--- src/rtl/ccff_chain_loader_if.sv ---
// Programming-controller side of the configuration chain loader: bitstream
// input handshake, readback output handshake and operation status.
interface ccff_chain_loader_if #(
   parameter int unsigned WORD_W = 8
) ();

   logic              cfg_start;
   logic              cfg_mode;
   logic              cfg_chk;
   logic [WORD_W-1:0] cfg_data;
   logic              cfg_valid;
   logic              cfg_ready;
   logic [WORD_W-1:0] rd_data;
   logic              rd_valid;
   logic              rd_ready;
   logic              busy;
   logic              done;
   logic              tail_err;

   // Programming controller
   modport master (
      output cfg_start, cfg_mode, cfg_chk, cfg_data, cfg_valid, rd_ready,
      input  cfg_ready, rd_data, rd_valid, busy, done, tail_err
   );

   // Chain loader
   modport slave (
      input  cfg_start, cfg_mode, cfg_chk, cfg_data, cfg_valid, rd_ready,
      output cfg_ready, rd_data, rd_valid, busy, done, tail_err
   );

endinterface

--- src/rtl/ccff_chain_loader.sv ---
// Configuration-chain loader for a CLB tile scan chain (ccff_head -> ccff_tail).
// LOAD serialises bitstream words into the chain LSB first; ROTATE feeds the
// tail back into the head so the chain is read out as words and left intact.
module ccff_chain_loader #(
   parameter int unsigned CHAIN_LEN = 12,
   parameter int unsigned WORD_W    = 8,
   parameter int unsigned CNT_W     = 16
) (
   input  logic                prog_clk,
   input  logic                pReset,
   ccff_chain_loader_if.slave  bus,
   output logic                ccff_head,
   input  logic                ccff_tail,
   output logic                ccff_shift_en
);

   localparam int unsigned AW = $clog2(WORD_W + 1);
   localparam int unsigned PW = (WORD_W > 1) ? $clog2(WORD_W) : 1;

   localparam logic [CNT_W-1:0] LenC     = CNT_W'(CHAIN_LEN);
   localparam logic [CNT_W-1:0] WordC    = CNT_W'(WORD_W);
   localparam logic [CNT_W-1:0] CntOne   = CNT_W'(1);
   localparam logic [AW-1:0]    AvailOne = AW'(1);
   localparam logic [AW-1:0]    AvailMax = AW'(WORD_W);
   localparam logic [PW-1:0]    LastPos  = PW'(WORD_W - 1);
   localparam logic [PW-1:0]    PosOne   = PW'(1);

   typedef enum logic [1:0] {
      StIdle,
      StLoad,
      StRotate
   } state_e;

   state_e              state_q, state_d;
   logic                chk_q, chk_d;
   logic [CNT_W-1:0]    cnt_q, cnt_d;
   logic [WORD_W-1:0]   sr_q, sr_d;
   logic [AW-1:0]       avail_q, avail_d;
   logic [PW-1:0]       pos_q, pos_d;
   logic [WORD_W-1:0]   col_q, col_d;
   logic [WORD_W-1:0]   rd_data_q, rd_data_d;
   logic                rd_valid_q, rd_valid_d;
   logic                tail_err_q, tail_err_d;
   logic                done_q, done_d;

   logic                cfg_ready;
   logic                accept;
   logic                word_end;
   logic                stall;
   logic [CNT_W-1:0]    remaining;

   // Next-state, chain drive and handshake decode
   always_comb begin
      state_d    = state_q;
      chk_d      = chk_q;
      cnt_d      = cnt_q;
      sr_d       = sr_q;
      avail_d    = avail_q;
      pos_d      = pos_q;
      col_d      = col_q;
      rd_data_d  = rd_data_q;
      rd_valid_d = rd_valid_q;
      tail_err_d = tail_err_q;
      done_d     = 1'b0;

      cfg_ready     = 1'b0;
      accept        = 1'b0;
      word_end      = 1'b0;
      stall         = 1'b0;
      remaining     = '0;
      ccff_head     = 1'b0;
      ccff_shift_en = 1'b0;

      unique case (state_q)
         StIdle: begin
            if (bus.cfg_start) begin
               chk_d      = bus.cfg_chk;
               cnt_d      = '0;
               tail_err_d = 1'b0;
               sr_d       = '0;
               avail_d    = '0;
               pos_d      = '0;
               col_d      = '0;
               state_d    = bus.cfg_mode ? StRotate : StLoad;
            end
         end

         StLoad: begin
            // Look ahead from avail == 1 so the next word lands without a gap
            cfg_ready = ((avail_q == '0) && (cnt_q < LenC)) ||
                        ((avail_q == AvailOne) && ((cnt_q + CntOne) < LenC));
            accept    = cfg_ready && bus.cfg_valid;

            if (avail_q != '0) begin
               ccff_head     = sr_q[0];
               ccff_shift_en = 1'b1;
               sr_d          = sr_q >> 1;
               avail_d       = avail_q - AvailOne;
               cnt_d         = cnt_q + CntOne;
               if (chk_q && ccff_tail) begin
                  tail_err_d = 1'b1;
               end
            end

            // Only the bits still owed to the chain count; the rest of the word is dropped
            if (accept) begin
               sr_d      = bus.cfg_data;
               remaining = LenC - cnt_d;
               avail_d   = (remaining >= WordC) ? AvailMax : AW'(remaining);
            end

            if (cnt_d == LenC) begin
               state_d = StIdle;
               done_d  = 1'b1;
            end
         end

         StRotate: begin
            ccff_head = ccff_tail;

            if (rd_valid_q && bus.rd_ready) begin
               rd_valid_d = 1'b0;
            end

            if (cnt_q < LenC) begin
               word_end = (pos_q == LastPos) || (cnt_q == (LenC - CntOne));
               // Hold the chain rather than overwrite a word the consumer has not taken
               stall    = rd_valid_q && !bus.rd_ready && word_end;

               if (!stall) begin
                  ccff_shift_en = 1'b1;
                  cnt_d         = cnt_q + CntOne;
                  if (word_end) begin
                     rd_data_d        = col_q;
                     rd_data_d[pos_q] = ccff_tail;
                     rd_valid_d       = 1'b1;
                     col_d            = '0;
                     pos_d            = '0;
                  end else begin
                     col_d[pos_q] = ccff_tail;
                     pos_d        = pos_q + PosOne;
                  end
               end
            end else if (!rd_valid_q || bus.rd_ready) begin
               rd_valid_d = 1'b0;
               state_d    = StIdle;
               done_d     = 1'b1;
            end
         end

         default: begin
            state_d = StIdle;
         end
      endcase
   end

   // State and datapath registers
   always_ff @(posedge prog_clk or posedge pReset) begin
      if (pReset) begin
         state_q    <= StIdle;
         chk_q      <= 1'b0;
         cnt_q      <= '0;
         sr_q       <= '0;
         avail_q    <= '0;
         pos_q      <= '0;
         col_q      <= '0;
         rd_data_q  <= '0;
         rd_valid_q <= 1'b0;
         tail_err_q <= 1'b0;
         done_q     <= 1'b0;
      end else begin
         state_q    <= state_d;
         chk_q      <= chk_d;
         cnt_q      <= cnt_d;
         sr_q       <= sr_d;
         avail_q    <= avail_d;
         pos_q      <= pos_d;
         col_q      <= col_d;
         rd_data_q  <= rd_data_d;
         rd_valid_q <= rd_valid_d;
         tail_err_q <= tail_err_d;
         done_q     <= done_d;
      end
   end

   assign bus.cfg_ready = cfg_ready;
   assign bus.rd_data   = rd_data_q;
   assign bus.rd_valid  = rd_valid_q;
   assign bus.busy      = (state_q != StIdle);
   assign bus.done      = done_q;
   assign bus.tail_err  = tail_err_q;

endmodule
--- src/flat_wrapper.sv ---
// flat-port wrapper written by rule: the top's interface ports become plain ports
module ccff_chain_loader_flat 
#(
   parameter int unsigned CHAIN_LEN = 12,
   parameter int unsigned WORD_W    = 8,
   parameter int unsigned CNT_W     = 16
)
  (prog_clk, pReset, ccff_head, ccff_tail, ccff_shift_en, bus_cfg_start, bus_cfg_mode, bus_cfg_chk, bus_cfg_data, bus_cfg_valid, bus_rd_ready, bus_cfg_ready, bus_rd_data, bus_rd_valid, bus_busy, bus_done, bus_tail_err);
  ccff_chain_loader_if #(.WORD_W(WORD_W)) bus_i ();
  input  logic prog_clk;
  input  logic pReset;
  output logic ccff_head;
  input  logic ccff_tail;
  output logic ccff_shift_en;
  input wire logic [$bits(bus_i.cfg_start)-1:0] bus_cfg_start;
  input wire logic [$bits(bus_i.cfg_mode)-1:0] bus_cfg_mode;
  input wire logic [$bits(bus_i.cfg_chk)-1:0] bus_cfg_chk;
  input wire logic [$bits(bus_i.cfg_data)-1:0] bus_cfg_data;
  input wire logic [$bits(bus_i.cfg_valid)-1:0] bus_cfg_valid;
  input wire logic [$bits(bus_i.rd_ready)-1:0] bus_rd_ready;
  output wire logic [$bits(bus_i.cfg_ready)-1:0] bus_cfg_ready;
  output wire logic [$bits(bus_i.rd_data)-1:0] bus_rd_data;
  output wire logic [$bits(bus_i.rd_valid)-1:0] bus_rd_valid;
  output wire logic [$bits(bus_i.busy)-1:0] bus_busy;
  output wire logic [$bits(bus_i.done)-1:0] bus_done;
  output wire logic [$bits(bus_i.tail_err)-1:0] bus_tail_err;
  assign bus_i.cfg_start = bus_cfg_start;
  assign bus_i.cfg_mode = bus_cfg_mode;
  assign bus_i.cfg_chk = bus_cfg_chk;
  assign bus_i.cfg_data = bus_cfg_data;
  assign bus_i.cfg_valid = bus_cfg_valid;
  assign bus_i.rd_ready = bus_rd_ready;
  assign bus_cfg_ready = bus_i.cfg_ready;
  assign bus_rd_data = bus_i.rd_data;
  assign bus_rd_valid = bus_i.rd_valid;
  assign bus_busy = bus_i.busy;
  assign bus_done = bus_i.done;
  assign bus_tail_err = bus_i.tail_err;
  ccff_chain_loader #(.CHAIN_LEN(CHAIN_LEN), .WORD_W(WORD_W), .CNT_W(CNT_W)) u_core (.prog_clk(prog_clk), .pReset(pReset), .bus(bus_i), .ccff_head(ccff_head), .ccff_tail(ccff_tail), .ccff_shift_en(ccff_shift_en));
endmodule
--- config.mk ---
export PLATFORM = sky130hd
export DESIGN_NAME = ccff_chain_loader_flat
export DESIGN_NICKNAME = d
export VERILOG_FILES = /design/src/rtl/ccff_chain_loader_if.sv /design/src/rtl/ccff_chain_loader.sv /design/src/flat_wrapper.sv
export SDC_FILE = /design/constraint.sdc
export NUM_CORES = 1
export LEC_CHECK = 0
export BUFFER_PORTS_ARGS = -buffer_cell sky130_fd_sc_hd__buf_2
export CAP_MARGIN = 20
export CORE_MARGIN = 5
export CORE_UTILIZATION = 61
export DETAILED_ROUTE_END_ITERATION = 10
export GPL_TIMING_DRIVEN = 0
export PLACE_DENSITY = 0.81
export SKIP_CTS_REPAIR_TIMING = 1
export SYNTH_ARGS = -nofsm -noshare
export SYNTH_HDL_FRONTEND = slang
export SYNTH_SLANG_ARGS = --single-unit
--- constraint.sdc ---
create_clock -name prog_clk -period 4.6 [get_ports prog_clk]
set_clock_uncertainty 0.1 [all_clocks]
set_input_delay 0.23 -clock prog_clk [delete_from_list [all_inputs] [get_ports prog_clk]]
set_output_delay 0.23 -clock prog_clk [all_outputs]
set_load 0.02 [all_outputs]
Yosys cells after proc, flatten, opt, wreduce, memory -nomap -nowiden
Index checks and enable logic that the tools add are counted.
- add/subtract/negate cells: 4
- $lt $le $gt $ge: 5
- equal/unequal tests: 15
- muxes and demuxes: 53
- bitwise gates (word level): 1
- reduce and logical (&&, ||, !) cells: 27
- operators by type and width (operator ; count):
    2-to-1 mux 16 bit ; 5
    2-to-1 mux 8 bit ; 6
    case mux 16 bit (3 select lines) ; 1
    == test 16 x 4 -> 1 bit, second input constant ; 2
    less-than comparator 16 x 4 -> 1 bit, second input constant ; 2
    case mux 8 bit (2 select lines) ; 2
    AND reduction 4 bit ; 5
    2-to-1 mux 1 bit ; 17
    adder 16 x 1 -> 16 bit, second input constant ; 1
    >= comparator 16 x 4 -> 1 bit, second input constant ; 1
    2-to-1 mux 4 bit ; 4
    subtractor 4 x 16 -> 16 bit, first input constant ; 1
    2-to-1 mux 3 bit ; 4
    2-to-1 mux 2 bit ; 5
    != test 2 x 1 -> 1 bit, second input constant ; 5
    bitwise mux 8 bit ; 1
    logical AND 1 bit ; 8
    case mux 1 bit (2 select lines) ; 4
    case mux 4 bit (2 select lines) ; 1
    != test 2 bit, second input constant ; 3
    case mux 2 bit (3 select lines) ; 1
    case mux 3 bit (2 select lines) ; 1
    nonzero test 2 bit ; 3
    == test 4 x 1 -> 1 bit, second input constant ; 1
    other kinds (18) ; 21
- bits in registers: 53
- output and inout bits: 15
- word-level logic and storage cells: 116

Depth between registers and ports, before layout
- depth after elaboration: 9
- mapped depth: 15
- mapped depth without buffers: 12

Least setup slack after synthesis
Ideal clock, no wire load.
- kind: register to register
- start: reg u_core.avail_q[0]
- end: reg u_core.avail_q[2]
- library setup time: 0.064 ns
- arrival: 3.474 ns
- setup slack: 0.962 ns
- cell stages (with the launch flop): 15
- buffers on the path: 3
- clock period less this slack: 3.638 ns
- cells stage by stage: dfrtp_1 > inv_1 > ha_1 > or3b_4 > buf_6 > clkbuf_1 > mux2i_1 > ha_1 > buf_1 > or2b_2 > o221a_1 > or4_1 > and3_4 > nor4b_4 > a21o_1
- longest elaborated chain between the ends: 8
- elaborated cells between the ends (all ways): 18
- those cells by class: add/sub (2); order compare (1); eq/ne (2); mux (6); reduce/logical (7)
- RTL lines (element ; line ; text):
    from (decl) ; ccff_chain_loader.sv:38 ; logic [AW-1:0] avail_q, avail_d;
    from (signal assigned) ; ccff_chain_loader.sv:176 ; avail_q <= avail_d;
    nonzero test 4 bit ; ccff_chain_loader.sv:94 ; if (avail_q != '0) begin
    2-to-1 mux 16 bit ; ccff_chain_loader.sv:94 ;
    2-to-1 mux 16 bit ; ccff_chain_loader.sv:74 ; unique case (state_q)
    subtractor 4 x 16 -> 16 bit ; ccff_chain_loader.sv:108 ; remaining = LenC - cnt_d;
    >= comparator 16 x 4 -> 1 bit ; ccff_chain_loader.sv:109 ; avail_d = (remaining >= WordC) ? AvailMax : AW'(remaining);
    2-to-1 mux 4 bit ; ccff_chain_loader.sv:109 ;
    2-to-1 mux 4 bit ; ccff_chain_loader.sv:106 ; if (accept) begin
    case mux 4 bit (2 select lines) ; ccff_chain_loader.sv:74 ;
Several ways; a longest one is shown, not always the timed one. The select of a mux whose other input is x is not followed.
A chain may end at the register's enable or synchronous reset.

Worst setup path in the final report
Ends and elaborated chain as after synthesis.

==> out/qor.yml <==
peakVddDrop_v: 0.000418
synthTopCellsByArea: "dfrtp_1, nand2_1, mux2i_1"
grt_setup_unrepaired: "false"
crit_top_cell: "ha_1"
p_seq_share_pct: 28.7
port_buffers: 29
antenna_found_initial: 0
clockBufferDepth: 2
grt_pass1_wl_mm: 20.2
synth-simple-area-share_pct: 25.8
n_antenna_cell: 0
fmax_mhz: 236
first_global_vias: 3930
synth.ff_latch_count: 53
core_area_sq_um: 6720
finalHoldViolCount: 0
num_rows: 30
power.density_nw_per_um2: 452
area.sequential_sq_um: 1330
drv_slew: 0
switching_share_pct: 48.4
status: "finished clean"
cts_tree: "built"
numCtsBuffers: 5
synth_top_family_by_area: "simple AND/OR/NAND/NOR gates"
synth_most_common_cell: "nand2_1"
combinationalPowerShare_pct: 54.6
syn_inst: 503
clock-root-buffer: "clkbuf_8"
first_pass_iters: 6
synth_cell_type_count: 82
crit_chain: "inv_1 -> ha_1 -> nor3b_2 -> buf_6 -> clkbuf_1 -> xnor2_1 -> ha_1 -> buf_1 -> or2b_2 -> o221a_1 -> or4_1 -> and3_4 -> nor4b_4 -> a21o_1"
utilization_pct: 67.9
clk_pin_slew_worst_paths_ns: 0.11
cp_data_arrival_time_ns: 4.40
ys_top_cells_by_count: "nand2_1, dfrtp_1, nor2_1"
clock_power_share_pct: 16.7
synthMuxAreaShare_pct: 5.34
viasPerCell: 6.62
drc: 0
wire_per_inst_microns: 19.5
synth-adder-area-share_pct: 3.60
cpPeakStageDelay_ns: 0.47
ys_warn_count: 0
io_pins: 31
ant_nets: 0
wl_mm: 12.1
fp.dieArea_sq_um: 8600
clkSinkCount: 53
synth_top_flop_cell: "dfrtp_1"
drive_gt1_share_pct: 15.7
synth_xor_area_share_pct: 3.33
synth_edf_count: 0
vias: 4115
n_fill_cell: 575
ys_seq_area_share_pct: 31.8
synth_compound_area_share_pct: 22.7
cap_violations: 0
die_h_microns: 92.7
synth.net_count: 531
worst_pin_slew_ns: 0.911
cp_slowest_cell: "clkbuf_1"
fin_crit_ns: 4.24
grt_use_total_pct: 29.3
fin_tns_setup_ns: 0
gp_congestion: 0.955
initial_core_util_pct: 62.1
worstSetupStartpointType: "flip-flop"
fin_nets: 569
crit_type: "reg -> reg"
ys_async_sr_fraction_pct: 100
synth_top_area_cell: "dfrtp_1"
hp-class: "in -> reg"
dp_hpwl_mm: 8.75
chipWidth_microns: 92.7
r2r_slack_ns: 0.36
synth_top_cell_area_share_pct: 31.8
worstPathRequired_ns: 4.76
grt_max_degree: 32
multi_input_area_sq_um: 2530
syn2layout_area_growth_pct: 9.29
critPathCaptureType: "flip-flop"
p_leak_uw: 0.00199
setup_viol: 0
syn_avg_cell_area_sq_um: 8.30
cp_max_fo: 10
relSlewSlack_pct: 39.2
fin_crit_sh_pct: 92.1
cellInternalPower_uw: 1060
synth.cell_area_sq_um: 4170
grt_overflow: 0
insertion_delay_ns: 0.32
htree_levels: 2
drt_iter0_drc: 506
switching_power_uw: 998
## placed cells by master, fill, tap and decap left out, types with 5 or more instances in the layout
master | Yosys | final
nand2_1 | 62 | 62
dfrtp_1 | 53 | 53
nor2_1 | 40 | 40
o21ai_0 | 39 | 39
a21oi_1 | 36 | 36
buf_2 | 6 | 35
clkbuf_1 | 23 | 23
mux2i_1 | 20 | 20
inv_1 | 18 | 17
nand3_1 | 16 | 16
nand4_1 | 12 | 12
ha_1 | 12 | 12
nor3_1 | 11 | 11
clkbuf_8 | 5 | 10
xnor2_1 | 10 | 10
o21ai_1 | 7 | 7
and3_1 | 5 | 5
buf_6 | 5 | 5
a21o_1 | 5 | 5
o22ai_1 | 5 | 5
## per-stage QoR
stage | hold slack [ns] | total power [uW] | worst slack (ns) | cells | cell area, sq um
floorplan | 0.274 | 1380 | 0.962 | 503 | 4170
global placement | 0.361 | 1670 | 0.525 | 612 | 4420
detailed placement | 0.212 | 1690 | 0.445 | 613 | 4440
CTS | -0.133 | 2030 | 0.421 | 621 | 4550
global route | 0.0518 | 2200 | 0.115 | 622 | 4560
finish | 0.0546 | 2060 | 0.362 | 622 | 4560
## state kept, by name, indices dropped and copies added, names as in the netlist
name                 flops
u_core.bus.rd_valid      1
u_core.bus.rd_data       8
u_core.bus.done          1
u_core.bus.tail_err      1
u_core.sr_q              8
u_core.pos_q             3
u_core.avail_q           4
u_core.chk_q             1
u_core.cnt_q            16
u_core.col_q             8
u_core.state_q           2
## layout make-up
class / instances / area share (%)
clock inverter: 3 / 0.960
tap: 80 / 2.19
clock buffer: 5 / 1.51
sequential: 53 / 29.1
buffer: 40 / 5.38
multi-input combinational: 392 / 55.6
timing repair buffer: 31 / 3.84
inverter: 18 / 1.48
## layer usage
metal | vias up | share of wire [%] | GRT usage, %
met5 | - | 0 | 0
met4 | 0 | 2.6 | 9.65
met3 | 36 | 10 | 5.12
met2 | 228 | 46 | 46.0
met1 | 1958 | 42 | 40.9
li1 | 1893 | - | -
## power by group through the flow
| stage | Combinational, uW | Sequential (uW) | Clock (uW) |
|---|---|---|---|
| after detailed placement | 1090 | 600 | 0 |
| final | 1130 | 592 | 344 |
| after global placement | 1070 | 595 | 0 |
| after global routing | 1230 | 604 | 363 |
| after floorplan | 797 | 585 | 0 |
| after CTS | 1100 | 591 | 344 |
## critical path, delay by kind of cell, from the launching register on
family	cells	cell delay [ns]
AND/OR/NAND/NOR	5	1.56
buffers and inverters	4	1.06
AO/OA/AOI/OAI	2	0.43
flip-flops	1	0.41
adder cells (fa/ha/maj)	2	0.40
XOR/XNOR	1	0.22
## cell families (layout without fill, tap and decap cells)
logic type                 after synthesis  after routing
buffers and inverters                   58             97
and+or+nand+nor                        198            198
adders and majority gates               12             12
muxes                                   22             22
AOI/OAI and AO/OA                      145            145
DFF                                     53             53
xor gates and xnor gates                15             15
## path summary, 6_finish.rpt
kind | to | cells after the start | from
hold reg to reg | u_core.col_q[1]$_DFFE_PP0P_ | 2 | u_core.col_q[1]$_DFFE_PP0P_
max in group asynchronous | u_core.chk_q$_DFFE_PP0P_ | 4 | pReset
min in group asynchronous | u_core.cnt_q[4]$_DFFE_PP0P_ | 3 | pReset
setup / recovery | u_core.avail_q[2]$_DFFE_PP0P_ | 14 | u_core.avail_q[0]$_DFFE_PP0P_
setup reg to reg | u_core.avail_q[2]$_DFFE_PP0P_ | 14 | u_core.avail_q[0]$_DFFE_PP0P_
hold / removal | u_core.chk_q$_DFFE_PP0P_ | 2 | bus_cfg_chk
Note: power is estimated with default switching activity, not from simulation.
